--- config.mk ---
export PLATFORM = sky130hd
export DESIGN_NAME = dso100fb_page_ctrl_flat
export DESIGN_NICKNAME = d
export VERILOG_FILES = /design/src/rtl/dso100fb_pkg.sv /design/src/rtl/dso100fb_page_ctrl_if.sv /design/src/rtl/dso100fb_page_regs.sv /design/src/rtl/dso100fb_page_ctrl.sv /design/src/flat_wrapper.sv
export SDC_FILE = /design/constraint.sdc
export NUM_CORES = 1
export LEC_CHECK = 0
export CORE_UTILIZATION = 42
export CTS_BUF_LIST = sky130_fd_sc_hd__clkbuf_16
export DETAILED_ROUTE_END_ITERATION = 7
export PLACE_DENSITY = 0.66
export SYNTH_ARGS = -nofsm -noshare
export SYNTH_HDL_FRONTEND = slang
export SYNTH_SLANG_ARGS = --single-unit
export TNS_END_PERCENT = 50
--- constraint.sdc ---
create_clock -name CLK -period 4.7 [get_ports CLK]
set_input_delay 0.47 -clock CLK [delete_from_list [all_inputs] [get_ports CLK]]
set_output_delay 0.47 -clock CLK [all_outputs]
set_load 0.03 [all_outputs]
--- src/rtl/dso100fb_pkg.sv ---
// Shared constants for the framebuffer page controller: register map, CTRL bits,
// sequencer states and the end-address helper.
package dso100fb_pkg;

  localparam logic [1:0] REG_CTRL      = 2'd0;
  localparam logic [1:0] REG_BUF0_BASE = 2'd1;
  localparam logic [1:0] REG_BUF1_BASE = 2'd2;
  localparam logic [1:0] REG_FB_SIZE   = 2'd3;

  localparam int CTRL_ENABLE = 0;
  localparam int CTRL_FLIP   = 1;
  localparam int CTRL_FRONT  = 2;
  localparam int CTRL_IRQ    = 3;

  typedef enum logic [1:0] {
    ST_OFF     = 2'd0,
    ST_RESTART = 2'd1,
    ST_RUN     = 2'd2
  } state_e;

  // Last word address of a buffer; wraps modulo 2^32.
  function automatic logic [31:0] fb_end_addr(input logic [31:0] base,
                                              input logic [31:0] size);
    logic [31:0] sum;
    sum = base + size - 32'd4;
    return {sum[31:2], 2'b00};
  endfunction

endpackage

--- src/rtl/dso100fb_page_ctrl_if.sv ---
// CPU register bus for the page controller: single-cycle write/read strobes,
// registered read data.
interface dso100fb_page_ctrl_if;
  logic        REG_WRITE;
  logic        REG_READ;
  logic [1:0]  REG_ADDR;
  logic [31:0] REG_WDATA;
  logic [31:0] REG_RDATA;

  modport master (output REG_WRITE, REG_READ, REG_ADDR, REG_WDATA,
                  input  REG_RDATA);
  modport slave  (input  REG_WRITE, REG_READ, REG_ADDR, REG_WDATA,
                  output REG_RDATA);
endinterface

--- src/rtl/dso100fb_page_regs.sv ---
// Register file for the page controller: CTRL/base/size storage, read mux,
// FLIP pending and front index. IRQ bit exists only with DSO100FB_FLIP_IRQ_EN.
module dso100fb_page_regs
  import dso100fb_pkg::*;
(
  input  logic        clk,
  input  logic        rst_n,
  input  logic        wr,
  input  logic        rd,
  input  logic [1:0]  addr,
  input  logic [31:0] wdata,
  output logic [31:0] rdata,
  input  logic        flip_take,
  input  logic        irq_set,
  output logic        enable,
  output logic        pending,
  output logic        front,
  output logic        irq,
  output logic [31:0] buf0,
  output logic [31:0] buf1,
  output logic [31:0] fb_size,
  output logic        go_eff
);

  logic        enable_q, enable_d;
  logic        pending_q, pending_d;
  logic        front_q, front_d;
  logic [31:0] buf0_q, buf0_d;
  logic [31:0] buf1_q, buf1_d;
  logic [31:0] size_q, size_d;
  logic [31:0] rdata_q, rdata_d;
  logic        ctrl_wr;

  assign ctrl_wr = wr && (addr == REG_CTRL);

  always_comb begin
    enable_d = enable_q;
    buf0_d   = buf0_q;
    buf1_d   = buf1_q;
    size_d   = size_q;
    if (ctrl_wr)                           enable_d = wdata[CTRL_ENABLE];
    if (wr && addr == REG_BUF0_BASE)       buf0_d   = {wdata[31:2], 2'b00};
    if (wr && addr == REG_BUF1_BASE)       buf1_d   = {wdata[31:2], 2'b00};
    if (wr && addr == REG_FB_SIZE)         size_d   = {wdata[31:2], 2'b00};
  end

  // Stop decisions see a same-cycle write so ENABLE/FB_SIZE clears act at once.
  assign go_eff = enable_d && (size_d != 32'd0);

  // A FLIP write wins over a same-cycle take: it is kept for the next VSYNC.
  always_comb begin
    pending_d = (pending_q & ~flip_take) | (ctrl_wr & wdata[CTRL_FLIP]);
    front_d   = front_q ^ flip_take;
  end

`ifdef DSO100FB_FLIP_IRQ_EN
  logic irq_q, irq_d;

  always_comb begin
    irq_d = irq_set | (irq_q & ~(ctrl_wr & wdata[CTRL_IRQ]));
  end

  always_ff @(posedge clk or negedge rst_n) begin
    if (!rst_n) irq_q <= 1'b0;
    else        irq_q <= irq_d;
  end

  assign irq = irq_q;
`else
  logic unused_irq_set;
  assign unused_irq_set = irq_set;
  assign irq = 1'b0;
`endif

  always_comb begin
    rdata_d = rdata_q;
    if (rd) begin
      case (addr)
        REG_CTRL:      rdata_d = {28'd0, irq, front_q, pending_q, enable_q};
        REG_BUF0_BASE: rdata_d = buf0_q;
        REG_BUF1_BASE: rdata_d = buf1_q;
        default:       rdata_d = size_q;
      endcase
    end
  end

  always_ff @(posedge clk or negedge rst_n) begin
    if (!rst_n) begin
      enable_q  <= 1'b0;
      pending_q <= 1'b0;
      front_q   <= 1'b0;
      buf0_q    <= 32'd0;
      buf1_q    <= 32'd0;
      size_q    <= 32'd0;
      rdata_q   <= 32'd0;
    end else begin
      enable_q  <= enable_d;
      pending_q <= pending_d;
      front_q   <= front_d;
      buf0_q    <= buf0_d;
      buf1_q    <= buf1_d;
      size_q    <= size_d;
      rdata_q   <= rdata_d;
    end
  end

  assign enable  = enable_q;
  assign pending = pending_q;
  assign front   = front_q;
  assign buf0    = buf0_q;
  assign buf1    = buf1_q;
  assign fb_size = size_q;
  assign rdata   = rdata_q;

endmodule

--- src/rtl/dso100fb_page_ctrl.sv ---
// Framebuffer page controller: restarts the fetch engine at VSYNC for tear-free
// flips. Optional flip interrupt enabled by defining DSO100FB_FLIP_IRQ_EN.
module dso100fb_page_ctrl
  import dso100fb_pkg::*;
#(
  parameter int RESTART_CYCLES = 4
) (
  input  logic                 CLK,
  input  logic                 RST_N,
  dso100fb_page_ctrl_if.slave  REG_BUS,
  input  logic                 VSYNC,
  output logic                 FETCH_EN,
  output logic [31:0]          FETCH_FB_BASE,
  output logic [31:0]          FETCH_FB_END,
  output logic                 FIFO_FLUSH,
  output logic                 IRQ_FLIP
);

  localparam logic [3:0] CNT_LOAD = 4'(RESTART_CYCLES - 1);

  state_e      state_q, state_d;
  logic [3:0]  cnt_q, cnt_d;
  logic [31:0] fb_base_q, fb_base_d;
  logic [31:0] fb_end_q, fb_end_d;

  logic        flip_take, irq_set, load, sel;
  logic        enable, pending, front, irq, go_eff;
  logic [31:0] buf0, buf1, fb_size;

  dso100fb_page_regs u_regs (
    .clk       (CLK),
    .rst_n     (RST_N),
    .wr        (REG_BUS.REG_WRITE),
    .rd        (REG_BUS.REG_READ),
    .addr      (REG_BUS.REG_ADDR),
    .wdata     (REG_BUS.REG_WDATA),
    .rdata     (REG_BUS.REG_RDATA),
    .flip_take (flip_take),
    .irq_set   (irq_set),
    .enable    (enable),
    .pending   (pending),
    .front     (front),
    .irq       (irq),
    .buf0      (buf0),
    .buf1      (buf1),
    .fb_size   (fb_size),
    .go_eff    (go_eff)
  );

  always_comb begin
    state_d   = state_q;
    cnt_d     = cnt_q;
    fb_base_d = fb_base_q;
    fb_end_d  = fb_end_q;
    flip_take = 1'b0;
    irq_set   = 1'b0;
    load      = 1'b0;
    sel       = front;
    case (state_q)
      ST_OFF: begin
        // Start only on settled register values; a flip queued while off is silent.
        if (enable && fb_size != 32'd0 && go_eff) begin
          flip_take = pending;
          load      = 1'b1;
          state_d   = ST_RESTART;
        end
      end
      ST_RESTART: begin
        if (!go_eff)            state_d = ST_OFF;
        else if (cnt_q == 4'd0) state_d = ST_RUN;
        else                    cnt_d   = cnt_q - 4'd1;
      end
      ST_RUN: begin
        if (!go_eff) begin
          state_d = ST_OFF;
        end else if (VSYNC && pending) begin
          flip_take = 1'b1;
          irq_set   = 1'b1;
          load      = 1'b1;
          state_d   = ST_RESTART;
        end
      end
      default: state_d = ST_OFF;
    endcase
    // Addresses latch only on RESTART entry, so later writes wait for the next one.
    if (load) begin
      sel       = flip_take ? ~front : front;
      fb_base_d = sel ? buf1 : buf0;
      fb_end_d  = fb_end_addr(fb_base_d, fb_size);
      cnt_d     = CNT_LOAD;
    end
  end

  always_ff @(posedge CLK or negedge RST_N) begin
    if (!RST_N) begin
      state_q   <= ST_OFF;
      cnt_q     <= 4'd0;
      fb_base_q <= 32'd0;
      fb_end_q  <= 32'd0;
    end else begin
      state_q   <= state_d;
      cnt_q     <= cnt_d;
      fb_base_q <= fb_base_d;
      fb_end_q  <= fb_end_d;
    end
  end

  assign FETCH_EN      = (state_q == ST_RUN);
  assign FIFO_FLUSH    = (state_q == ST_RESTART);
  assign FETCH_FB_BASE = fb_base_q;
  assign FETCH_FB_END  = fb_end_q;
  assign IRQ_FLIP      = irq;

endmodule

--- src/flat_wrapper.sv ---
// flat-port wrapper written by rule: the top's interface ports become plain ports
module dso100fb_page_ctrl_flat import dso100fb_pkg::*;
#(
  parameter int RESTART_CYCLES = 4
)
  (CLK, RST_N, VSYNC, FETCH_EN, FETCH_FB_BASE, FETCH_FB_END, FIFO_FLUSH, IRQ_FLIP, REG_BUS_REG_WRITE, REG_BUS_REG_READ, REG_BUS_REG_ADDR, REG_BUS_REG_WDATA, REG_BUS_REG_RDATA);
  dso100fb_page_ctrl_if REG_BUS_i ();
  input  logic CLK;
  input  logic RST_N;
  input  logic VSYNC;
  output logic FETCH_EN;
  output logic [31:0] FETCH_FB_BASE;
  output logic [31:0] FETCH_FB_END;
  output logic FIFO_FLUSH;
  output logic IRQ_FLIP;
  input wire logic [$bits(REG_BUS_i.REG_WRITE)-1:0] REG_BUS_REG_WRITE;
  input wire logic [$bits(REG_BUS_i.REG_READ)-1:0] REG_BUS_REG_READ;
  input wire logic [$bits(REG_BUS_i.REG_ADDR)-1:0] REG_BUS_REG_ADDR;
  input wire logic [$bits(REG_BUS_i.REG_WDATA)-1:0] REG_BUS_REG_WDATA;
  output wire logic [$bits(REG_BUS_i.REG_RDATA)-1:0] REG_BUS_REG_RDATA;
  assign REG_BUS_i.REG_WRITE = REG_BUS_REG_WRITE;
  assign REG_BUS_i.REG_READ = REG_BUS_REG_READ;
  assign REG_BUS_i.REG_ADDR = REG_BUS_REG_ADDR;
  assign REG_BUS_i.REG_WDATA = REG_BUS_REG_WDATA;
  assign REG_BUS_REG_RDATA = REG_BUS_i.REG_RDATA;
  dso100fb_page_ctrl #(.RESTART_CYCLES(RESTART_CYCLES)) u_core (.CLK(CLK), .RST_N(RST_N), .REG_BUS(REG_BUS_i), .VSYNC(VSYNC), .FETCH_EN(FETCH_EN), .FETCH_FB_BASE(FETCH_FB_BASE), .FETCH_FB_END(FETCH_FB_END), .FIFO_FLUSH(FIFO_FLUSH), .IRQ_FLIP(IRQ_FLIP));
endmodule
---- Word level (Yosys, flattened, before mapping) ----
Cells that the tools add are included.
storage, ports and cells
  bits in registers ....................... 195
  latch bits .............................. 0
  RAM bits ................................ 0
  ROM bits ................................ 0
  bits of input ports ..................... 39
  output and inout port bits .............. 99
  word-level logic and storage cells ...... 67
  memories kept ........................... 0
operators by class
  $add $sub $neg .......................... 3
  $mul .................................... 0
  div/mod/pow operators ................... 0
  order comparisons ....................... 0
  equal/unequal tests ..................... 9
  shifts and indexed selects .............. 0
  mux-type cells .......................... 21
  bitwise logic cells ..................... 6
  reductions and logical operators ........ 17
operators with widths
  cell                                                    count
  case mux 32 bit (3 select lines)                        1
  2-to-1 mux 32 bit                                       2
  nonzero test 32 bit                                     2
  adder 32 bit                                            1
  subtractor 32 x 3 -> 32 bit (second input constant)     1
  2-to-1 mux 4 bit                                        4
  2-to-1 mux 2 bit                                        5
  logical AND 1 bit                                       8
  equality test 2 bit (second input constant)             3
  2-to-1 mux 1 bit                                        6
  inequality test 3 bit (second input constant)           2
  case mux 2 bit (3 select lines)                         1
  AND reduction 3 bit                                     2
  equality test 2 x 1 -> 1 bit (second input constant)    2
  zero test 2 bit                                         2
  zero test 4 bit                                         1
  inequality test 2 x 1 -> 1 bit (second input constant)  2
  case mux 1 bit (2 select lines)                         2
  nonzero test 2 bit                                      2
  subtractor 4 x 1 -> 4 bit (second input constant)       1
  AND 1 bit                                               2
  NOT 1 bit                                               2
  OR 1 bit                                                1
  bitwise XOR 1 bit                                       1

---- Depth between registers and ports, before layout ----
Gate-level depths: netlist of run 1.
  depth in word-level cells ............... 12
  gate-level depth with buffers ........... 21
  gate-level depth less buffers ........... 18

---- Hierarchy ----
Synthesis of run 1 repeated with hierarchy kept, for this count alone.
second synthesis, totals
  cell total of the unflattened synthesis .. 1047
  area, all modules ....................... 10831.6 sq um
by module, submodules not included
  module              instances  cells an instance  area each (sq um)  seq. area each (sq um)
  dso100fb_page_regs  1          415                5489.0             3178.0
  dso100fb_page_ctrl  1          632                5342.6             1701.6

---- Least setup slack after synthesis of run 1 ----
No wires, ideal clock.
  path kind ............................... input to register
  start point ............................. in REG_BUS_REG_ADDR[1]
  end point ............................... reg u_core.fb_end_q[31] (netlist: u_core.FETCH_FB_END[31])
  setup time .............................. 0.082 ns
  data arrival time ....................... 4.880 ns
  required time ........................... 4.618 ns
  setup slack ............................. -0.262 ns
  cell stages on the path ................. 21
  path buffers ............................ 3
  cells stage by stage .................... buf_2 > nand3_1 > nor2_1 > o311ai_0 > or3_1 > and2_1 > clkbuf_1 > buf_2 > mux2i_1 > ha_1 > inv_1 > ha_1 > fa_1 > a211oi_1 > o21ai_2 > a2111oi_4 > nor3_1 > o311ai_2 > a2111oi_0 > or4_1 > a31oi_1
on the way
  word-level cells in the longest chain between the ends .. 12
  elaborated cells on any way between the ends .. 18
  classes of those cells .................. add/sub (2); eq/ne (1); mux (9); reduce/logical (6)
RTL lines
  what                             line                       RTL
  from (decl)                      flat_wrapper.sv:18         input wire logic [$bits(REG_BUS_i.REG_ADDR)-1:0] REG_BUS_REG_ADDR;
  equality test 2 bit              dso100fb_page_regs.sv:44   if (wr && addr == REG_FB_SIZE) size_d = {wdata[31:2], 2'b00};
  logical AND 1 bit                dso100fb_page_regs.sv:44
  2-to-1 mux 32 bit                dso100fb_page_regs.sv:44
  nonzero test 32 bit              dso100fb_page_regs.sv:48   assign go_eff = enable_d && (size_d != 32'd0);
  logical AND 1 bit (*)            dso100fb_page_regs.sv:48
  logical AND 1 bit                dso100fb_page_ctrl.sv:62   if (enable && fb_size != 32'd0 && go_eff) begin
  2-to-1 mux 1 bit                 dso100fb_page_ctrl.sv:62
  case mux 1 bit (2 select lines)  dso100fb_page_ctrl.sv:59   case (state_q)
  2-to-1 mux 1 bit                 dso100fb_page_ctrl.sv:87   sel = flip_take ? ~front : front;
  2-to-1 mux 32 bit                dso100fb_page_ctrl.sv:88   fb_base_d = sel ? buf1 : buf0;
  adder 32 bit                     dso100fb_pkg.sv:25         sum = base + size - 32'd4;
  subtractor 32 x 3 -> 32 bit      dso100fb_pkg.sv:25
  to (signal assigned)             dso100fb_page_ctrl.sv:104  fb_end_q <= fb_end_d;
  to (decl)                        dso100fb_page_ctrl.sv:24   logic [31:0] fb_end_q, fb_end_d;
Mark *: on every way between the ends. The rest lies on a longest branch, timed or not.
A chain may end at the register's enable or synchronous reset.

---- Final worst setup path of run 1 ----
  start point ............................. reg u_core.u_regs.size_q[7] (netlist: u_core.u_regs.fb_size[7])
  end point ............................... reg u_core.fb_end_q[31] (netlist: u_core.FETCH_FB_END[31])
on the way
  word-level cells in the longest chain between the ends .. 10
  elaborated cells on any way between the ends .. 15
  classes of those cells .................. add/sub (2); mux (8); reduce/logical (5)
RTL lines
  what                             line                       RTL
  from (decl)                      dso100fb_page_regs.sv:30   logic [31:0] size_q, size_d;
  from (signal assigned)           dso100fb_page_regs.sv:102  size_q <= size_d;
  2-to-1 mux 32 bit                dso100fb_page_regs.sv:44
  nonzero test 32 bit              dso100fb_page_regs.sv:48
  logical AND 1 bit                dso100fb_page_regs.sv:48
  logical AND 1 bit                dso100fb_page_ctrl.sv:62
  2-to-1 mux 1 bit                 dso100fb_page_ctrl.sv:62
  case mux 1 bit (2 select lines)  dso100fb_page_ctrl.sv:59
  2-to-1 mux 1 bit                 dso100fb_page_ctrl.sv:87
  2-to-1 mux 32 bit                dso100fb_page_ctrl.sv:88
  adder 32 bit                     dso100fb_pkg.sv:25
  subtractor 32 x 3 -> 32 bit      dso100fb_pkg.sv:25
Parallel ways exist; a longest one is shown, timed or not.

==> results of run 1 <==
synthesized netlist by cell type, types with 3 or more instances:
library cell | count | area share, %
xnor2_1 | 18 | 1.5
o21bai_1 | 6 | 0.44
buf_1 | 4 | 0.15
buf_2 | 5 | 0.24
a211oi_1 | 3 | 0.22
o21a_1 | 5 | 0.36
inv_1 | 94 | 3.4
nor2b_1 | 5 | 0.30
mux2_2 | 121 | 13
a31oi_1 | 6 | 0.36
nor3_1 | 6 | 0.29
nand2b_1 | 4 | 0.24
o211ai_1 | 4 | 0.29
buf_4 | 6 | 0.44
and2_1 | 6 | 0.36
a21boi_0 | 5 | 0.36
dfrtp_1 | 193 | 47
o21ai_0 | 61 | 3.0
clkbuf_1 | 37 | 1.3
a21oi_1 | 49 | 2.4
mux2i_1 | 29 | 2.8
nand4_1 | 4 | 0.24
a22oi_1 | 30 | 2.2
nand3_1 | 7 | 0.34
nor4_1 | 18 | 1.1
o31a_1 | 3 | 0.25
a21o_1 | 10 | 0.73
nand2_1 | 79 | 2.9
o31ai_1 | 5 | 0.36
ha_1 | 59 | 7.1
nor2_1 | 54 | 2.0
xor2_1 | 8 | 0.68
and3_1 | 6 | 0.36
logic make-up (layout without fill, tap and decap cells):
group / Yosys count / count (layout) / share of synthesized area [%]
AOI/OAI and AO/OA: 204 / 208 / 12.8
xor gates and xnor gates: 26 / 26 / 2.20
adders and majority gates: 60 / 60 / 7.33
buffers and inverters: 146 / 504 / 5.58
DFF: 193 / 193 / 46.7
muxes: 152 / 152 / 16.3
other: 1 / 5 / 0.0363
and+or+nand+nor: 201 / 201 / 9.01
per-stage QoR:
stage | utilization (%) | power (mW) | cells | setup WS, ns | setup TNS [ns]
4_1_cts | 59.8 | 10.0 | 1662 | -0.291 | -1.21
2_1_floorplan | - | 5.63 | 987 | 0.000736 | 0
6_report | 61.9 | 10.8 | 1673 | -0.425 | -1.93
3_3_place_gp | 55.6 | 8.16 | 1597 | -0.564 | -5.90
5_1_grt | 61.9 | 11.4 | 1673 | -0.539 | -4.02
3_5_place_dp | 55.6 | 8.25 | 1597 | -0.778 | -8.23
routing by layer:
metal	vias to the layer above	global-route usage (%)
li1	4156	-
met1	4293	34.5
met2	248	38.3
met3	54	4.18
met4	0	8.30
met5	-	0
path summary, 6_finish.rpt:
check / from / to / slack [ns] / cells past startpoint
worst min register to register: u_core.FETCH_FB_END[22] / u_core.FETCH_FB_END[22] / 0.48 / 2
worst max register to register: u_core.u_regs.fb_size[7] / u_core.FETCH_FB_END[31] / -0.42 / 20
min in group CLK: u_core.FETCH_FB_END[22] / u_core.FETCH_FB_END[22] / 0.48 / 2
max in group asynchronous: RST_N / u_core.FETCH_FB_END[31] / 3.57 / 2
worst max-delay path: u_core.u_regs.fb_size[7] / u_core.FETCH_FB_END[31] / -0.42 / 20
worst min-delay path: RST_N / u_core.u_regs.rdata[10] / 0.09 / 1
what timing repair did:
item / in CTS / in global routing
pin swaps: 19 / 31
endpoints found under the setup margin: 18 / 65
gates resized for setup: 38 / 90
setup buffers: 30 / 10
cloned: 3 / 2
cell type report:
type                       count  area [um2]  share of cell area (%)
tap                          324         405                    2.70
multi-input combinational    652        5550                    37.0
timing repair buffer         378        3270                    21.8
clock buffer                  17         425                    2.83
clock inverter                15         163                    1.08
sequential                   193        4830                    32.2
inverter                      94         355                    2.37
cell usage in the layout, fill, tap and decap left out, drive strengths merged, types with 49 or more instances in the layout:
cell type,count
buf,247
dfrtp,193
o21ai,62
nand2,79
mux2,122
nor2,54
clkdlybuf4s50,130
inv,105
ha,59
a21oi,49
critical path, cell delays in order, from the launching register on:
cell and delay [ns]:
dfrtp_1 0.42, nor4_4 0.33, buf_4 0.17, nand4_1 0.18, o311ai_1 0.33, buf_4 0.17, or3_4 0.11, and2_4 0.19
mux2i_2 0.26, ha_1 0.17, inv_1 0.05, ha_2 0.19, fa_2 0.38, a211oi_4 0.29, o21ai_2 0.13, a2111oi_4 0.46
nor3_4 0.12, o311ai_4 0.37, a2111oi_2 0.13, or4_1 0.41, a31oi_1 0.17
state kept, by name (all words and copies together), names as in the netlist:
signal and cells:
u_core.u_regs.fb_size 32, u_core.state_q 2, u_core.u_regs.enable 1, u_core.cnt_q 4, u_core.FETCH_FB_BASE 30, u_core.u_regs.pending 1
u_core.u_regs.buf1 30, u_core.u_regs.buf0 30, u_core.u_regs.rdata 32, u_core.FETCH_FB_END 30, u_core.u_regs.front 1
power breakdown:
| group | switching, mW | internal, mW |
|---|---|---|
| clock | 0.732 | 0.759 |
| sequential | 0.320 | 2.12 |
| combinational | 3.40 | 3.42 |
==> impl_metrics.yaml, run 1 <==
die:
  dieArea_um2: 25300
  die_w_um: 159
  fp-row-count: 57
  die_h_um: 159
  start_util_pct: 42.7
  core_area_um2: 24200
  ios: 138
drt:
  wirelength_mm: 31.4
  avgRoutedWirePerCell_um: 18.8
  wl_met1_mm: 14.5
  drtIter0Drc: 514
  drtPass1Iterations: 5
  drc_errors: 0
  dr_wl_met2_mm: 14.7
  highest_layer: "met4"
  num_vias: 8751
  ant_nets: 0
  wl_met3_mm: 1.43
  viasPerCell: 5.23
timing:
  finalSetupViolations: 13
  fmax_mhz: 195
  hold_violations: 0
  period_minus_slack_ns: 5.12
  finClkSkew_ns: 0.0109
  fin_ws_ns: -0.425
  post-route-period-util_pct: 109
  rsz0062_at_grt: "true"
  final_max_slew_viol_count: 0
  worst_slew_margin_rel_pct: 32.8
  holdWs_ns: 0.0912
  tightest_slew_ns: 1.01
finish:
  area_growth_pct: 45.1
  drive_above_1_share_pct: 36.2
  fin_nets: 1435
  antenna_cells: 0
  finalInstanceArea_um2: 15000
  fillerInstances: 1923
logic_synthesis:
  yosysSeqAreaShare_pct: 46.7
  yosys.cell_types.count: 61
  synth_area_um2: 10300
  synth_enable_flop_cells: 0
  ys_seq_elements: 193
  yosysWarnings: 0
  async_reset_ff_share_pct: 100
  synthFlopType: "dfrtp_1"
  synthesis.instances: 983
  avgSynthCellArea_um2: 10.5
clock_tree:
  cts_buffer_depth: 2
  clk_latency_ns: 0.45
  numCtsBuffers: 17
  cts.clk_slew.worst_paths_ns: 0.08
  holdBufCountCts: 0
  clkSinkCount: 193
  h-tree-depth: 4
  cts_tree: "built"
  cts_root_buf: "clkbuf_16"
setup_path:
  path_max_fanout: 5
  worstSetupPathType: "reg -> reg"
  crit_path_end_kind: "register"
  crit_arrival_ns: 5.48
  crit_required_ns: 5.06
  startpoint_type: "register"
worst_hold_path:
  holdCritPathClass: "in -> async"
power_and_ir_drop:
  powerDensity_nw_per_um2: 717
  leakagePower_nw: 6.92
  ir_drop_v: 0.000384
placed_design:
  placed_cell_area_um2: 13500
  place_congestion: 0.831
  hpwl_mm: 20.9
  io_buffers: 132
grt:
  grt_pass1_vias: 8589
  track_usage_pct: 24.5
  grt_max_degree: 98
  antenna_found_initial: 0
  grt.overflow.total: 0
  grt_first_pass_wirelength_mm: 48.0
status:
  failed_checks: "setup timing"
  status: "finished with violations"
flow_run:
  max_cap_viol_count: 0
Power figures use the tool's default switching activity.
==> run 2: changes to the inputs <==
--- a/config.mk
+++ b/config.mk
@@ -5,10 +5,11 @@
 export SDC_FILE = /design/constraint.sdc
 export NUM_CORES = 1
 export LEC_CHECK = 0
-export CORE_UTILIZATION = 42
+export CORE_UTILIZATION = 40
 export CTS_BUF_LIST = sky130_fd_sc_hd__clkbuf_16
 export DETAILED_ROUTE_END_ITERATION = 7
-export PLACE_DENSITY = 0.66
+export MAX_ROUTING_LAYER = met4
+export PLACE_DENSITY = 0.71
 export SYNTH_ARGS = -nofsm -noshare
 export SYNTH_HDL_FRONTEND = slang
 export SYNTH_SLANG_ARGS = --single-unit
==> impl_metrics.yaml, run 2 (synthesized netlist as in run 1, its figures left out) <==
setup_path:
  r2r_slack_ns: -0.51
  rr_worst_depth: 19
  crit_required_ns: 5.07
  startpoint_type: "register"
  r2r_start: "u_core.u_regs.fb_size[21]"
  path_max_fanout: 5
  path_cells: "nor4_2, nand4_1, o311ai_2, buf_4, or3_4, and2_4, buf_8, mux2i_4, ha_4, inv_2, fa_2, a211oi_4, o21ai_2, a2111oi_4, nor3_2, o311ai_2, a2111oi_2, or4_1, a31oi_1"
  r2r_end: "u_core.FETCH_FB_END[31]"
  slowest_stage: "a2111oi_4"
  max_stage_delay_ns: 0.43
  crit_path_end_kind: "register"
  crit_arrival_ns: 5.58
  path_common_cell: "o311ai_2"
  worstSetupPathType: "reg -> reg"
finish:
  fillerInstances: 1958
  fin_nets: 1460
  area_growth_pct: 48.4
  layout_common_cells: "buf_4 (244), dfrtp_1 (193), clkdlybuf4s50_1 (130), mux2_2 (121), inv_1 (85)"
  fin_util_pct: 60.8
  antenna_cells: 0
  final_common_cell: "buf_4"
  drive_above_1_share_pct: 38.6
  finalNonFillerCells: 1704
flow_run:
  max_cap_viol_count: 0
clock_tree:
  cts_buffer_depth: 2
  h-tree-depth: 4
  numCtsBuffers: 17
  cts_tree: "built"
  cts.clk_slew.worst_paths_ns: 0.08
  cts_root_buf: "clkbuf_16"
  clkSinkCount: 193
  clk_latency_ns: 0.44
  holdBufCountCts: 0
timing:
  period_minus_slack_ns: 5.21
  final_max_slew_viol_count: 0
  hold_violations: 0
  fin_ws_ns: -0.512
  fmax_mhz: 192
  rsz0062_at_grt: "true"
  post-route-period-util_pct: 111
  finalSetupViolations: 22
  tightest_slew_ns: 1.02
  worst_slew_margin_rel_pct: 32.1
  finClkSkew_ns: 0.0152
  fin_setup_tns_ns: -2.88
placed_design:
  place_congestion: 0.870
  hpwl_mm: 21.1
  place_ws_ns: -0.798
  io_buffers: 132
  place_inst: 1593
grt:
  grt.overflow.total: 0
  grt_pass1_vias: 8912
  antenna_found_initial: 0
  track_usage_pct: 24.9
  grt_max_degree: 128
  grt_first_pass_wirelength_mm: 49.0
die:
  die_w_um: 163
  die_h_um: 163
  fp-row-count: 58
  start_util_pct: 41.0
  core_area_um2: 25300
  dieArea_um2: 26500
  ios: 138
status:
  failed_checks: "setup timing"
  status: "finished with violations"
drt:
  drtPass1Iterations: 5
  num_vias: 9137
  wirelength_mm: 34.0
  ant_nets: 0
  drc_errors: 0
  viasPerCell: 5.36
  drtIter0Drc: 708
  avgRoutedWirePerCell_um: 19.9
power_and_ir_drop:
  p_comb_share_pct: 63.9
  pwr-share-clk_pct: 13.5
  power_mw: 10.8
  swShare_pct: 41.7
  ir_drop_v: 0.000332
  netSwitchingPower_mw: 4.51
  seq_power_share_pct: 22.6
  leakagePower_nw: 7.03
  cell_internal_pwr_mw: 6.30
  powerDensity_nw_per_um2: 705
worst_hold_path:
  holdCritPathClass: "in -> async"
[run 2: area by class of cell]
cell class	count	area, um2	area share [%]
timing repair buffer	402	3570	23.2
clock inverter	15	164	1.07
clock buffer	17	425	2.77
tap	330	413	2.69
sequential	193	4830	31.5
multi-input combinational	653	5590	36.4
inverter	94	355	2.32
[run 2: critical path, delay by kind of cell, from the launching register on]
kind | cells | cell delay [ns]
simple gates | 6 | 1.56
compound gates | 7 | 1.92
fa+ha+maj | 2 | 0.58
mux | 1 | 0.28
buf+inv | 3 | 0.38
flops | 1 | 0.41
[run 2: how the worst max path moves through the flow]
stage | endpoint | startpoint | slack, ns
CTS | u_core.FETCH_FB_END[31] | u_core.u_regs.fb_size[4] | -0.21
finish | u_core.FETCH_FB_END[31] | u_core.u_regs.fb_size[21] | -0.51
detailed placement | u_core.FETCH_FB_END[31] | REG_BUS_REG_WDATA[9] | -0.80
floorplan | u_core.FETCH_FB_END[31] | REG_BUS_REG_ADDR[0] | 0.0007
global placement | u_core.FETCH_FB_END[31] | VSYNC | -0.67
global route | u_core.FETCH_FB_END[31] | u_core.u_regs.fb_size[10] | -0.64
[run 2: power by group through the flow]
stage / Sequential (mW) / Combinational [mW] / Clock (mW)
2_1_floorplan: 2.95 / 2.69 / 0
3_3_place_gp: 2.42 / 5.71 / 0
3_5_place_dp: 2.44 / 5.79 / 0
4_1_cts: 2.42 / 6.18 / 1.48
5_1_grt: 2.50 / 7.39 / 1.54
6_report: 2.44 / 6.91 / 1.46
[run 2: what timing repair did]
item | in CTS | in global routing
cloned | 2 | 11
pin swaps | 20 | 38
setup endpoints to repair | 18 | 67
setup buffers | 51 | 21
gates resized for setup | 65 | 82
[run 2: layer usage]
| metal | share of wire, % | GRT usage [%] |
|---|---|---|
| met5 | 0 | - |
| met4 | 4.2 | 10.7 |
| met3 | 5.3 | 3.62 |
| met2 | 47 | 38.5 |
| met1 | 43 | 32.6 |
[run 2: through the flow]
step	area, um2	hold WS [ns]
3_5_place_dp	13400	0.473
3_3_place_gp	13400	0.463
4_1_cts	14700	0.225
6_report	15300	0.185
5_1_grt	15300	0.270
2_1_floorplan	10400	0.174
==> run 3: changes to the inputs <==
--- a/config.mk
+++ b/config.mk
@@ -7,6 +7,8 @@
 export LEC_CHECK = 0
 export CORE_UTILIZATION = 40
 export CTS_BUF_LIST = sky130_fd_sc_hd__clkbuf_16
+export CTS_CLUSTER_DIAMETER = 50
+export CTS_CLUSTER_SIZE = 14
 export DETAILED_ROUTE_END_ITERATION = 7
 export MAX_ROUTING_LAYER = met4
 export PLACE_DENSITY = 0.71
==> results of run 3 <==
Final layout, timing and power as in run 2 (identical DEF).
